### src/rtl/pair_issuer_pkg.sv
// rtl/pair_issuer_pkg.sv - shared widths, constants and FSM states for the pair issuer
package pair_issuer_pkg;
   localparam int FLOAT_W = 32;
   localparam int POS_W   = 3 * FLOAT_W;
   localparam int ADDR_W  = 4;
   localparam logic [FLOAT_W-1:0] BOX_LEN = 32'h40F00000;

   typedef enum logic [1:0] {IDLE, RUN, DRAIN} state_t;
endpackage

### src/rtl/pair_fifo.sv
// rtl/pair_fifo.sv - two-entry synchronous FIFO holding issued particle pairs
module pair_fifo #(
   parameter int W = 8
) (
   input  logic         clk,
   input  logic         rst,
   input  logic         push,
   input  logic [W-1:0] din,
   input  logic         pop,
   output logic [W-1:0] dout,
   output logic [1:0]   count
);
   logic [W-1:0] mem0, mem1;
   logic         wr_sel, rd_sel;

   assign dout = rd_sel ? mem1 : mem0;

   always_ff @(posedge clk) begin
      if (rst) begin
         mem0   <= '0;
         mem1   <= '0;
         wr_sel <= 1'b0;
         rd_sel <= 1'b0;
         count  <= 2'd0;
      end else begin
         if (push) begin
            if (wr_sel) mem1 <= din;
            else        mem0 <= din;
            wr_sel <= ~wr_sel;
         end
         if (pop) rd_sel <= ~rd_sel;
         count <= count + {1'b0, push} - {1'b0, pop};
      end
   end
endmodule

### src/rtl/pair_issuer.sv
// rtl/pair_issuer.sv - walks two cell position memories and streams every (reference, neighbour) pair
module pair_issuer #(
   parameter int ADDR_W = pair_issuer_pkg::ADDR_W,
   parameter int DATA_W = pair_issuer_pkg::POS_W
) (
   input  logic              clk,
   input  logic              rst,
   input  logic              start,
   input  logic [ADDR_W:0]   ref_count,
   input  logic [ADDR_W:0]   nbr_count,
   input  logic              same_cell,
   output logic              rd_en,
   output logic [ADDR_W-1:0] ref_addr,
   output logic [ADDR_W-1:0] nbr_addr,
   input  logic [DATA_W-1:0] ref_rdata,
   input  logic [DATA_W-1:0] nbr_rdata,
   output logic              out_valid,
   input  logic              out_ready,
   output logic [DATA_W-1:0] out_reference,
   output logic [DATA_W-1:0] out_neighbor,
   output logic [ADDR_W-1:0] out_ref_idx,
   output logic [ADDR_W-1:0] out_nbr_idx,
   output logic              busy,
   output logic              done
);
   import pair_issuer_pkg::*;

   localparam int CW = ADDR_W + 2;
   localparam int FW = 2 * DATA_W + 2 * ADDR_W;
   localparam logic [CW-1:0]   ONE     = CW'(1);
   localparam logic [CW-1:0]   TWO     = CW'(2);
   localparam logic [ADDR_W:0] CNT_ONE = (ADDR_W + 1)'(1);

   state_t            state;
   logic [CW-1:0]     i, j, i_lim, j_lim;
   logic              same, inflight, settle;
   logic              pop, row_end, last, empty, drain_ok;
   logic [ADDR_W-1:0] cap_i, cap_j;
   logic [1:0]        count;
   logic [FW-1:0]     head;

   assign pop       = out_valid & out_ready;
   assign out_valid = (count != 2'd0);
   // Occupancy counts the read already in flight so the FIFO can never overflow.
   assign rd_en     = (state == RUN) &&
                      (({1'b0, count} + {2'b0, inflight}) < (3'd2 + {2'b0, pop}));
   assign ref_addr  = i[ADDR_W-1:0];
   assign nbr_addr  = j[ADDR_W-1:0];

   assign row_end  = (j + ONE >= j_lim);
   assign last     = row_end && (same ? (i + TWO >= i_lim) : (i + ONE >= i_lim));
   assign empty    = same_cell ? (ref_count <= CNT_ONE)
                               : ((ref_count == '0) || (nbr_count == '0));
   assign drain_ok = !settle && !inflight && (count == {1'b0, pop});

   assign out_reference = head[FW-1 -: DATA_W];
   assign out_neighbor  = head[FW-DATA_W-1 -: DATA_W];
   assign out_ref_idx   = head[2*ADDR_W-1 -: ADDR_W];
   assign out_nbr_idx   = head[ADDR_W-1:0];

   pair_fifo #(.W(FW)) u_fifo (
      .clk   (clk),
      .rst   (rst),
      .push  (inflight),
      .din   ({ref_rdata, nbr_rdata, cap_i, cap_j}),
      .pop   (pop),
      .dout  (head),
      .count (count)
   );

   always_ff @(posedge clk) begin
      if (rst) begin
         state    <= IDLE;
         i        <= '0;
         j        <= '0;
         i_lim    <= '0;
         j_lim    <= '0;
         same     <= 1'b0;
         inflight <= 1'b0;
         settle   <= 1'b0;
         cap_i    <= '0;
         cap_j    <= '0;
         busy     <= 1'b0;
         done     <= 1'b0;
      end else begin
         inflight <= rd_en;
         done     <= 1'b0;
         if (rd_en) begin
            cap_i <= i[ADDR_W-1:0];
            cap_j <= j[ADDR_W-1:0];
         end
         case (state)
            IDLE: begin
               if (start) begin
                  busy   <= 1'b1;
                  settle <= 1'b1;
                  if (empty) begin
                     state <= DRAIN;
                  end else begin
                     state <= RUN;
                     i     <= '0;
                     j     <= same_cell ? ONE : '0;
                     i_lim <= {1'b0, ref_count};
                     j_lim <= same_cell ? {1'b0, ref_count} : {1'b0, nbr_count};
                     same  <= same_cell;
                  end
               end
            end
            RUN: begin
               // Counters stop on the final pair so the addresses hold after the sweep.
               if (rd_en) begin
                  if (last) begin
                     state  <= DRAIN;
                     settle <= 1'b1;
                  end else if (row_end) begin
                     i <= i + ONE;
                     j <= same ? (i + TWO) : '0;
                  end else begin
                     j <= j + ONE;
                  end
               end
            end
            DRAIN: begin
               settle <= 1'b0;
               if (drain_ok) begin
                  done  <= 1'b1;
                  busy  <= 1'b0;
                  state <= IDLE;
               end
            end
            default: state <= IDLE;
         endcase
      end
   end
endmodule

### config.mk
export PLATFORM = sky130hd
export DESIGN_NAME = pair_issuer
export DESIGN_NICKNAME = d
export VERILOG_FILES = /design/src/rtl/pair_issuer_pkg.sv /design/src/rtl/pair_fifo.sv /design/src/rtl/pair_issuer.sv
export SDC_FILE = /design/constraint.sdc
export NUM_CORES = 1
export LEC_CHECK = 0
export ABC_AREA = 1
export CAP_MARGIN = 30
export CORE_AREA = 5 5 197 199
export DETAILED_ROUTE_END_ITERATION = 16
export DIE_AREA = 0 0 202 204
export HOLD_SLACK_MARGIN = 0.1
export PLACE_DENSITY = 0.79
export SKIP_LAST_GASP = 1
export SLEW_MARGIN = 30
export SYNTH_ARGS = -nofsm -noshare
export SYNTH_HDL_FRONTEND = slang
export SYNTH_SLANG_ARGS = --single-unit
### constraint.sdc
create_clock -name clk -period 5.15 [get_ports clk]
set_input_delay 1.03 -clock clk [delete_from_list [all_inputs] [get_ports clk]]
set_output_delay 1.03 -clock clk [all_outputs]
set_load 0.01 [all_outputs]
==> results.sh <==
export IMPL_multiInputGateArea_mm2=0.00858
export IMPL_total_leakage_power_nw=10.5
export IMPL_drc=0
export IMPL_yosysTopAreaCell="dfxtp_1"
export IMPL_die_h_um=204
export IMPL_totalPowerFinal_mw=11.3
export IMPL_critPathMostFrequentCell="inv_1"
export IMPL_cp_max_fo=11
export IMPL_rr_startpoint="inflight$_SDFF_PP0_"
export IMPL_worstPathArrival_ns=2.91
export IMPL_nFillCells=3106
export IMPL_drive_gt1_share_pct=3.44
export IMPL_syn_inst=2731
export IMPL_critical_path_class="register to output pin"
export IMPL_dp_cells=3444
export IMPL_endpoint_kind="output pin"
export IMPL_cp_num_cells=5
export IMPL_ys_top_cells_by_area="dfxtp_1 48%, nor2_1 16%, nand2_1 13%"
export IMPL_wl_per_cell_um=16.2
export IMPL_hp_class="register to register"
export IMPL_clock_path_buffers=3
export IMPL_hold_viol=0
export IMPL_syn_area_mm2=0.0185
export IMPL_h_tree_depth=2
export IMPL_grt_pass1_vias=18061
export IMPL_yosysWarnings=0
export IMPL_synth_edf_count=0
export IMPL_clock_fmax_mhz=254
export IMPL_cts_root_buf="clkbuf_16"
export IMPL_whs_ns=0.448
export IMPL_min_path_cells=2
export IMPL_wirelength_um=57100
export IMPL_cts_hold_buf=0
export IMPL_cts_repair_resized=0
export IMPL_crit_start="state[0]$_SDFFE_PP0P_"
export IMPL_slew_headroom_pct=33.2
export IMPL_final_design_area_no_fill_mm2=0.0242
export IMPL_num_vias=18699
export IMPL_synthToLayoutAreaGrowth_pct=31.1
export IMPL_grt_util_all_layers_pct=26.5
export IMPL_rr_worst_depth=5
export IMPL_fin_skew_ns=0.0108
export IMPL_ant_nets=0
export IMPL_viasPerCell=5.30
export IMPL_met1_usage_pct=32.8
export IMPL_clk_latency_ns=0.56
export IMPL_min_from="u_fifo.mem0[197]$_SDFFE_PP0P_"
export IMPL_synth_most_common_cell="nor2_1"
export IMPL_path_buf_inv=3
export IMPL_use_met2_pct=44.4
export IMPL_ys_ff_latch=441
export IMPL_grt_max_degree=203
export IMPL_overflow=0
export IMPL_cts_tree="built"
export IMPL_regArea_mm2=0.00883
export IMPL_power_density_mw_per_mm2=468
export IMPL_use_met3_pct=5.60
export IMPL_slowest_stage="nor2_1"
export IMPL_syn_num_nets=2960
export IMPL_synthFlopType="dfxtp_1"
export IMPL_syn_area_per_cell_um2=6.77
export IMPL_clock_sinks=441
export IMPL_fin_nets=3249
export IMPL_routabilityCongestion=0.882
export IMPL_place_hpwl_um=35000
export IMPL_grt_busiest_layer="met2"
export IMPL_drt_iter0_drc=1284
export IMPL_fin_util_pct=65.4
export IMPL_grt_pass1_wl_um=91500
export IMPL_fin_crit_sh_pct=76.4
export IMPL_clk_pin_slew_ns=0.06
export IMPL_io_buffers=418
export IMPL_die_w_um=202
export IMPL_dieArea_mm2=0.0412
export IMPL_critical_path_top_delay_family="simple AND/OR/NAND/NOR gates"
export IMPL_crit_chain="inv_1 > nor2_1 > inv_1 > nor2_2 > clkdlybuf4s50_1"
export IMPL_fin_ws_ns=1.21
export IMPL_setup_viol=0
export IMPL_finalSetupTns_ns=0
export IMPL_ir_worst_vdd_mv=0.327
export IMPL_dr_pass1_iters=5
export IMPL_finalCriticalPeriod_ns=3.94
export IMPL_start_util_pct=49.9
export IMPL_ys_types=35
export IMPL_stdcell_count=3530
export IMPL_slew_viol_final=0
export IMPL_dp_slack_ns=1.35
export IMPL_ys_seq_area_share_pct=47.8
export IMPL_synth_top_area_share_pct=47.8
export IMPL_cp_start_kind="register"
export IMPL_pin_count=419
export IMPL_rows=71
export IMPL_maxCapViolations=0
export IMPL_post_cts_setup_buffers=0
export IMPL_rsz0062_at_grt="false"
export IMPL_synthTopCellsByCount="804 x nor2_1, 661 x nand2_1, 441 x dfxtp_1, 431 x o21ai_0, 168 x clkbuf_1"
export IMPL_cp_required_ns=4.12
export IMPL_antenna_found_initial=6
export IMPL_core_area_mm2=0.0370
export IMPL_tightest_slew_ns=1.00
export IMPL_cts_buffers=47
export IMPL_cp_slowest_stage_delay_ns=0.67
export IMPL_async_flop_share_pct=0
export IMPL_place_area_mm2=0.0227
export IMPL_status="completed"
-- final cells by class --
| class | instances | area share, % |
|---|---|---|
| Sequential cell | 441 | 36.5 |
| Clock buffer | 74 | 5.91 |
| Tap cell | 474 | 2.45 |
| Multi-Input combinational cell | 2020 | 35.4 |
| Clock inverter | 5 | 0.310 |
| Antenna cell | 6 | 0.0620 |
| Timing Repair Buffer | 434 | 18.1 |
| Inverter | 76 | 1.29 |
-- worst reg2reg max path, delay by kind of cell (launching register included) --
kind                   cells  cell delay [ns]
buffers and inverters      2             0.97
and+or+nand+nor            2             0.83
DFF                        1             0.51
AOI/OAI and AO/OA          1             0.36
-- report_power, final --
| group | switching, mW | leakage [nW] | internal [mW] |
|---|---|---|---|
| registers | 0.314 | 3.58 | 3.96 |
| clock network | 1.33 | 0.739 | 1.99 |
| logic | 2.20 | 6.17 | 1.53 |
| total | 3.84 | 10.5 | 7.48 |
-- registers in the layout, summed over array words and instances, names as in the netlist, 2 cells and up --
register,flops
state,2
j_lim,5
j,6
i,6
cap_j,4
cap_i,4
u_fifo.mem0,200
u_fifo.count,2
i_lim,5
u_fifo.mem1,200
-- logic make-up (layout without fill, tap and decap cells) --
group	count (synthesis)	count (layout)	synth area share, %
buffers and inverters	270	589	5.83
AND/OR/NAND/NOR	1504	1504	31.2
AO/OA/AOI/OAI	485	485	13.2
other	0	6	0
XOR/XNOR	7	7	0.332
flip-flops	441	441	47.8
multiplexers	2	2	0.108
adder cells (fa/ha/maj)	22	22	1.49
-- final timing paths --
kind                                    to  slack [ns]
min          u_fifo.mem0[197]$_SDFFE_PP0P_        0.45
max                                  rd_en        1.21
max reg2reg   u_fifo.mem0[39]$_SDFFE_PP0P_        2.41
min reg2reg  u_fifo.mem0[197]$_SDFFE_PP0P_        0.45
-- routing by layer --
metal / up-vias / routed length [um]
li1: 9142 / -
met2: 711 / 27100
met4: 2 / 2600
met5: - / 11
met1: 8700 / 23000
met3: 144 / 4360
-- placed cells by master, fill, tap and decap left out, types with 14 or more instances in the layout --
master,n
a21oi_1,47
ha_1,22
nor2_1,804
clkdlybuf4s50_1,418
clkbuf_16,49
clkbuf_1,14
inv_1,70
nand2_1,660
dfxtp_1,440
o21ai_0,431
(Power assumes the default switching activity.)
